<file path="config.mk">
export PLATFORM = sky130hd
export DESIGN_NAME = bcd_entry_writer_flat
export DESIGN_NICKNAME = d
export VERILOG_FILES = /design/src/rtl/bcd_entry_writer_pkg.sv /design/src/rtl/bcd_entry_writer_if.sv /design/src/rtl/bcd_entry_writer_debouncer.sv /design/src/rtl/bcd_entry_writer.sv /design/src/flat_wrapper.sv
export SDC_FILE = /design/constraint.sdc
export NUM_CORES = 1
export LEC_CHECK = 0
export CAP_MARGIN = 20
export CORE_UTILIZATION = 43
export CTS_CLUSTER_SIZE = 24
export DETAILED_ROUTE_END_ITERATION = 8
export GPL_TIMING_DRIVEN = 0
export HOLD_SLACK_MARGIN = 0.03
export PLACE_DENSITY = 0.77
export SYNTH_ARGS = -nofsm -noshare
export SYNTH_HDL_FRONTEND = slang
export SYNTH_SLANG_ARGS = --single-unit
</file>
<file path="constraint.sdc">
create_clock -name clock -period 1.9 [get_ports clock]
set_input_delay 0.19 -clock clock [delete_from_list [all_inputs] [get_ports clock]]
set_output_delay 0.19 -clock clock [all_outputs]
set_load 0.05 [all_outputs]
</file>
<file path="src/rtl/bcd_entry_writer_pkg.sv">
// Shared types and constants for the BCD entry writer.
// Optional AUTO_SEND_EN: auto-send once four digits are held.
package kpn_entry_pkg;

  localparam int TOKEN_W = 16;
  localparam logic [3:0] BCD_MAX = 4'd9;

  typedef enum logic [1:0] {
    IDLE,
    WAIT_SPACE,
    WRITE,
    CLEAR
  } state_t;

  localparam state_t STATE_RST = IDLE;
  localparam logic [TOKEN_W-1:0] TOKEN_RST = '0;
  localparam logic [2:0] COUNT_RST = 3'd0;

  function automatic logic is_bcd(input logic [3:0] v);
    return v <= BCD_MAX;
  endfunction

endpackage

</file>
<file path="src/rtl/bcd_entry_writer_if.sv">
// FIFO write port: producer drives wr/data_out,
// FIFO returns full.
interface bcd_entry_writer_if;
  import kpn_entry_pkg::*;

  logic wr;
  logic [TOKEN_W-1:0] data_out;
  logic full;

  modport master (
    output wr,
    output data_out,
    input  full
  );

  modport slave (
    input  wr,
    input  data_out,
    output full
  );

endinterface

</file>
<file path="src/rtl/bcd_entry_writer_debouncer.sv">
// Button conditioning: 2-flop sync, stability counter,
// and a one-cycle press pulse on the accepted rising level.
module button_debouncer #(
  parameter int DEBOUNCE_CYCLES = 50000
) (
  input  logic clock,
  input  logic reset,
  input  logic btn,
  output logic press
);

  localparam int CW = $clog2(DEBOUNCE_CYCLES + 1);
  localparam logic [CW-1:0] LAST = CW'(DEBOUNCE_CYCLES - 1);

  logic [1:0] sync;
  logic [CW-1:0] cnt;
  logic level;

  always_ff @(posedge clock) begin
    if (reset) begin
      sync  <= 2'b00;
      cnt   <= '0;
      level <= 1'b0;
      press <= 1'b0;
    end else begin
      sync  <= {sync[0], btn};
      press <= 1'b0;
      if (sync[1] == level) begin
        cnt <= '0;
      end else if (cnt == LAST) begin
        // enough consecutive differing samples: accept
        cnt   <= '0;
        level <= sync[1];
        press <= sync[1];
      end else begin
        cnt <= cnt + CW'(1);
      end
    end
  end

endmodule

</file>
<file path="src/rtl/bcd_entry_writer.sv">
// Operator BCD entry to 16-bit FIFO token writer.
// Optional AUTO_SEND_EN: fourth valid digit triggers send.
module bcd_entry_writer
  import kpn_entry_pkg::*;
#(
  parameter int DEBOUNCE_CYCLES = 50000,
  parameter int DIGITS = 4
) (
  input  logic       clock,
  input  logic       reset,
  input  logic [3:0] switches,
  input  logic       load_btn,
  input  logic       send_btn,
  bcd_entry_writer_if.master fifo,
  output logic [2:0] digit_count,
  output logic       busy,
  output logic       bad_digit
);

  localparam logic [2:0] MAX_CNT = 3'(DIGITS);

  logic load_ev;
  logic send_ev;

  state_t state, state_n;
  logic [TOKEN_W-1:0] entry, entry_n;
  logic [TOKEN_W-1:0] data, data_n;
  logic [2:0] count, count_n;
  logic bad, bad_n;

  button_debouncer #(
    .DEBOUNCE_CYCLES(DEBOUNCE_CYCLES)
  ) u_load_db (
    .clock(clock),
    .reset(reset),
    .btn  (load_btn),
    .press(load_ev)
  );

  button_debouncer #(
    .DEBOUNCE_CYCLES(DEBOUNCE_CYCLES)
  ) u_send_db (
    .clock(clock),
    .reset(reset),
    .btn  (send_btn),
    .press(send_ev)
  );

  always_ff @(posedge clock) begin
    if (reset) begin
      state <= STATE_RST;
      entry <= TOKEN_RST;
      data  <= TOKEN_RST;
      count <= COUNT_RST;
      bad   <= 1'b0;
    end else begin
      state <= state_n;
      entry <= entry_n;
      data  <= data_n;
      count <= count_n;
      bad   <= bad_n;
    end
  end

  always_comb begin
    state_n = state;
    entry_n = entry;
    data_n  = data;
    count_n = count;
    bad_n   = bad;
    unique case (state)
      IDLE: begin
        // load lands first so a same-cycle send sees it
        if (load_ev) begin
          if (is_bcd(switches)) begin
            entry_n = {entry[TOKEN_W-5:0], switches};
            if (count < MAX_CNT)
              count_n = count + 3'd1;
`ifdef AUTO_SEND_EN
            if (count == MAX_CNT - 3'd1)
              state_n = WAIT_SPACE;
`endif
          end else begin
            bad_n = 1'b1;
          end
        end
        if (send_ev && count_n != 3'd0)
          state_n = WAIT_SPACE;
      end
      WAIT_SPACE: begin
        if (!fifo.full) begin
          state_n = WRITE;
          data_n  = entry;
        end
      end
      WRITE: begin
        state_n = CLEAR;
      end
      CLEAR: begin
        entry_n = TOKEN_RST;
        count_n = COUNT_RST;
        bad_n   = 1'b0;
        state_n = IDLE;
      end
      default: begin
        state_n = IDLE;
      end
    endcase
  end

  assign fifo.wr       = (state == WRITE);
  assign fifo.data_out = data;
  assign digit_count   = count;
  assign busy          = (state != IDLE);
  assign bad_digit     = bad;

endmodule

</file>
<file path="src/flat_wrapper.sv">
// flat-port wrapper written by rule: the top's interface ports become plain ports
module bcd_entry_writer_flat import kpn_entry_pkg::*;
#(
  parameter int DEBOUNCE_CYCLES = 50000,
  parameter int DIGITS = 4
)
  (clock, reset, switches, load_btn, send_btn, digit_count, busy, bad_digit, fifo_wr, fifo_data_out, fifo_full);
  bcd_entry_writer_if fifo_i ();
  input  logic clock;
  input  logic reset;
  input  logic [3:0] switches;
  input  logic load_btn;
  input  logic send_btn;
  output logic [2:0] digit_count;
  output logic busy;
  output logic bad_digit;
  output wire logic [$bits(fifo_i.wr)-1:0] fifo_wr;
  output wire logic [$bits(fifo_i.data_out)-1:0] fifo_data_out;
  input wire logic [$bits(fifo_i.full)-1:0] fifo_full;
  assign fifo_wr = fifo_i.wr;
  assign fifo_data_out = fifo_i.data_out;
  assign fifo_i.full = fifo_full;
  bcd_entry_writer #(.DEBOUNCE_CYCLES(DEBOUNCE_CYCLES), .DIGITS(DIGITS)) u_core (.clock(clock), .reset(reset), .switches(switches), .load_btn(load_btn), .send_btn(send_btn), .fifo(fifo_i), .digit_count(digit_count), .busy(busy), .bad_digit(bad_digit));
endmodule
</file>
==> impl_metrics.yaml <==
status:
  status: "finished, violations left"
  violations: "setup timing"
routing:
  num_vias: 2597
  ant_nets: 0
  avgRoutedWirePerCell_um: 12.9
  drtPass1Iterations: 4
  routed_wirelength_um: 6470
  drtIter0Drc: 97
  route.detailed.drc: 0
  vias_per_cell: 5.16
final_layout:
  finalNetCount: 417
  final_cells: 503
  area_delta_synth_final_pct: 23.0
  diodes: 0
  fillCellCount: 676
  layout-drive-gt1-share_pct: 14.4
hold_path:
  worst_hold_path.num_cells: 2
  hold-path-endpoint: "u_core.u_send_db.sync[0]$_SDFF_PP0_"
  hp-class: "in -> reg"
  hp-start: "send_btn"
synth:
  synth_area_mm2: 0.00319
  synth_flop_cell: "dfxtp_1"
  ys_seq_elements: 78
  synth_edf_count: 0
  synth_cell_type_count: 43
  synth_top_cell_area_share_pct: 48.9
  synth.yosys.warnings: 0
  syn-num-nets: 369
  post_synth_inst_count: 352
  syn_area_per_cell_um2: 9.07
  yosysSeqAreaShare_pct: 48.9
  synth_async_sr_flop_share_pct: 0
  yosysTopAreaCell: "dfxtp_1"
  synth_area_leaders: "dfxtp_1, xnor2_1, nor2_1"
worst_setup_path:
  cpPeakStageDelay_ns: 0.55
  r2r_cells: 5
  cp_slowest_cell: "or4_4"
  r2r_end: "u_core.u_load_db.cnt[14]$_SDFF_PP0_"
  crit_path_start_kind: "register"
  crit_cells: 5
  cp_top_family: "simple AND/OR/NAND/NOR gates"
  crit_required_ns: 2.15
  critPathArrivalTime_ns: 2.21
  cp_max_fo: 5
  path_cells: "or4_1, or4_4, o211ai_4, buf_6, nor2_1"
  critPathKind: "reg -> reg"
  r2r_setup_slack_ns: -0.06
  rr_startpoint: "u_core.u_load_db.cnt[7]$_SDFF_PP0_"
  timing.critical_path.buf_inv: 1
  end_kind: "register"
clocking:
  holdBufCountCts: 0
  ctsRootBufferMaster: "clkbuf_8"
  cts_made_buffers: 9
  cts_tree: "built"
  insertion_delay_ns: 0.35
  clk_pin_slew_worst_paths_ns: 0.08
  clkSinkCount: 78
  htree_levels: 3
  cts_max_path_buffers: 2
pwr:
  power.switching_uw: 753
  switching_share_pct: 25.6
  p_leak_uw: 0.00126
  clkPwrFrac_pct: 36.2
  p_comb_share_pct: 7.5
  pwr_density_cell_mw_per_mm2: 748
  p_seq_share_pct: 56.2
  ir_drop_mv: 0.362
  p_int_uw: 2180
place:
  dp_hpwl_um: 4410
  gp_congestion: 0.838
  placed_cells: 480
  dpl_worst_slack_ns: -0.321
  port_buffers: 29
timing:
  relSlewSlack_pct: 58.9
  fmax_mhz: 510
  final-setup-viol-count: 17
  post-route-worst-setup-slack_ns: -0.0623
  worst_slew_pin_slew_ns: 0.616
  skew_ns: 0.00942
  rsz0062_at_grt: "yes"
  period_minus_slack_ns: 1.96
  drv_slew: 0
  hold_viol: 0
  finalCritPeriodShare_pct: 103
grt:
  grt_pass1_vias: 2432
  grt_usage_pct: 17.7
  grt_pass1_wl_um: 10600
  grt-ovfl-total: 0
  antenna_found_initial: 0
  grt_max_degree: 14
die:
  num_io_pins: 31
  dieArea_mm2: 0.00777
  fp-row-count: 31
  fp.dieH_um: 88.2
  start_util_pct: 44.3
  die_x_um: 88.2
  core_mm2: 0.00721
run:
  maxCapViolations: 0
[per-stage QoR]
step	hold slack (ns)	TNS [ns]	power [uW]	util [%]	cell area, um^2
after floorplan	0.316	-0.118	1830	-	3210
after global placement	0.427	-4.62	1880	50.2	3620
after detailed placement	0.434	-5.78	1890	50.2	3620
after CTS	0.388	-0.870	2950	53.7	3870
after global routing	0.404	-1.82	3050	54.4	3930
final	0.396	-0.825	2940	54.4	3930
[synth_stat cells, types with 4 or more instances]
library cell   n
dfxtp_1       78
nand3_1       12
ha_1           8
clkbuf_1       8
nand4_1       10
nor2_1        47
xnor2_1       25
a21oi_1       20
nor2b_1        8
a22o_1        16
inv_1         15
xor2_1         4
nand2_1       41
nor3_1         9
nor4_1        10
[area by class of cell]
| cell class | instances | area, um^2 | share of cell area (%) |
|---|---|---|---|
| flip-flops and latches | 78 | 1570 | 40.0 |
| clock inverters | 6 | 40.0 | 1.02 |
| inverters | 15 | 56.3 | 1.43 |
| multi-input cells | 246 | 1590 | 40.6 |
| repair buffers | 37 | 352 | 8.95 |
| clock buffers | 9 | 124 | 3.15 |
| plain buffers | 13 | 68.8 | 1.75 |
| well taps | 99 | 124 | 3.15 |
[state kept, by name (all words and copies together), names as in the netlist]
| signal | flops |
|---|---|
| u_core.bad_digit | 1 |
| u_core.digit_count | 3 |
| u_core.entry | 16 |
| u_core.fifo.data_out | 16 |
| u_core.state | 2 |
| u_core.u_load_db.cnt | 16 |
| u_core.u_load_db.level | 1 |
| u_core.u_load_db.press | 1 |
| u_core.u_load_db.sync | 2 |
| u_core.u_send_db.cnt | 16 |
| u_core.u_send_db.level | 1 |
| u_core.u_send_db.press | 1 |
| u_core.u_send_db.sync | 2 |
[layout by cell type (no fill, tap or decap), types with 4 or more instances in the layout]
master,netlist,routed
dfxtp_2,0,6
xor2_1,4,4
a22o_1,16,16
clkbuf_8,0,9
xnor2_1,25,25
nand4_1,10,10
nor2_2,0,9
nor2b_1,8,8
buf_6,1,4
inv_1,15,15
nand2_1,41,40
buf_4,1,6
nand3_1,12,11
ha_1,8,7
nor4_1,10,9
clkdlybuf4s50_1,0,27
nor3_1,9,9
dfxtp_1,78,72
nor2_1,47,38
clkinvlp_4,0,4
clkbuf_1,8,4
a21oi_1,20,19
[cells by family (layout without fill, tap and decap cells)]
logic type	after synthesis	count (layout)	synth area share, %
flops	78	78	48.9
compound gates	52	52	11.8
xor+xnor	29	29	7.95
fa+ha+maj	8	8	3.13
mux	3	3	0.940
buf+inv	28	80	3.68
simple gates	154	154	23.6
[per-layer routing]
layer	global-route usage (%)	routed length [um]	vias up
li1	-	-	1321
met4	8.80	124	0
met2	29.9	3090	53
met3	4.24	294	11
met1	21.1	2950	1212
met5	0	0	-
[how the worst max path moves through the flow]
stage | from | to | slack (ns)
5_1_grt | u_core.u_load_db.cnt[7]$_SDFF_PP0_ | u_core.u_load_db.cnt[9]$_SDFF_PP0_ | -0.12
2_1_floorplan | u_core.u_load_db.cnt[7]$_SDFF_PP0_ | u_core.u_load_db.cnt[7]$_SDFF_PP0_ | -0.01
6_report | u_core.u_load_db.cnt[7]$_SDFF_PP0_ | u_core.u_load_db.cnt[14]$_SDFF_PP0_ | -0.06
4_1_cts | u_core.u_load_db.cnt[7]$_SDFF_PP0_ | u_core.u_load_db.cnt[14]$_SDFF_PP0_ | -0.06
3_5_place_dp | switches[3] | u_core.entry[2]$_SDFFE_PP0P_ | -0.32
3_3_place_gp | switches[1] | u_core.entry[9]$_SDFFE_PP0P_ | -0.27
[power groups by stage]
stage / Combinational [uW] / Clock (uW) / Sequential (uW)
2_1_floorplan: 138 / 0 / 1690
3_5_place_dp: 195 / 0 / 1690
3_3_place_gp: 192 / 0 / 1690
4_1_cts: 203 / 1100 / 1650
5_1_grt: 240 / 1160 / 1650
6_report: 221 / 1060 / 1650
[timing repair]
item,CTS,global route
resized for setup,22,16
endpoints found under the hold margin,0,0
pin swaps,13,3
setup buffers,5,2
setup endpoints to repair,39,42
cloned,1,0
(Power assumes the default switching activity.)
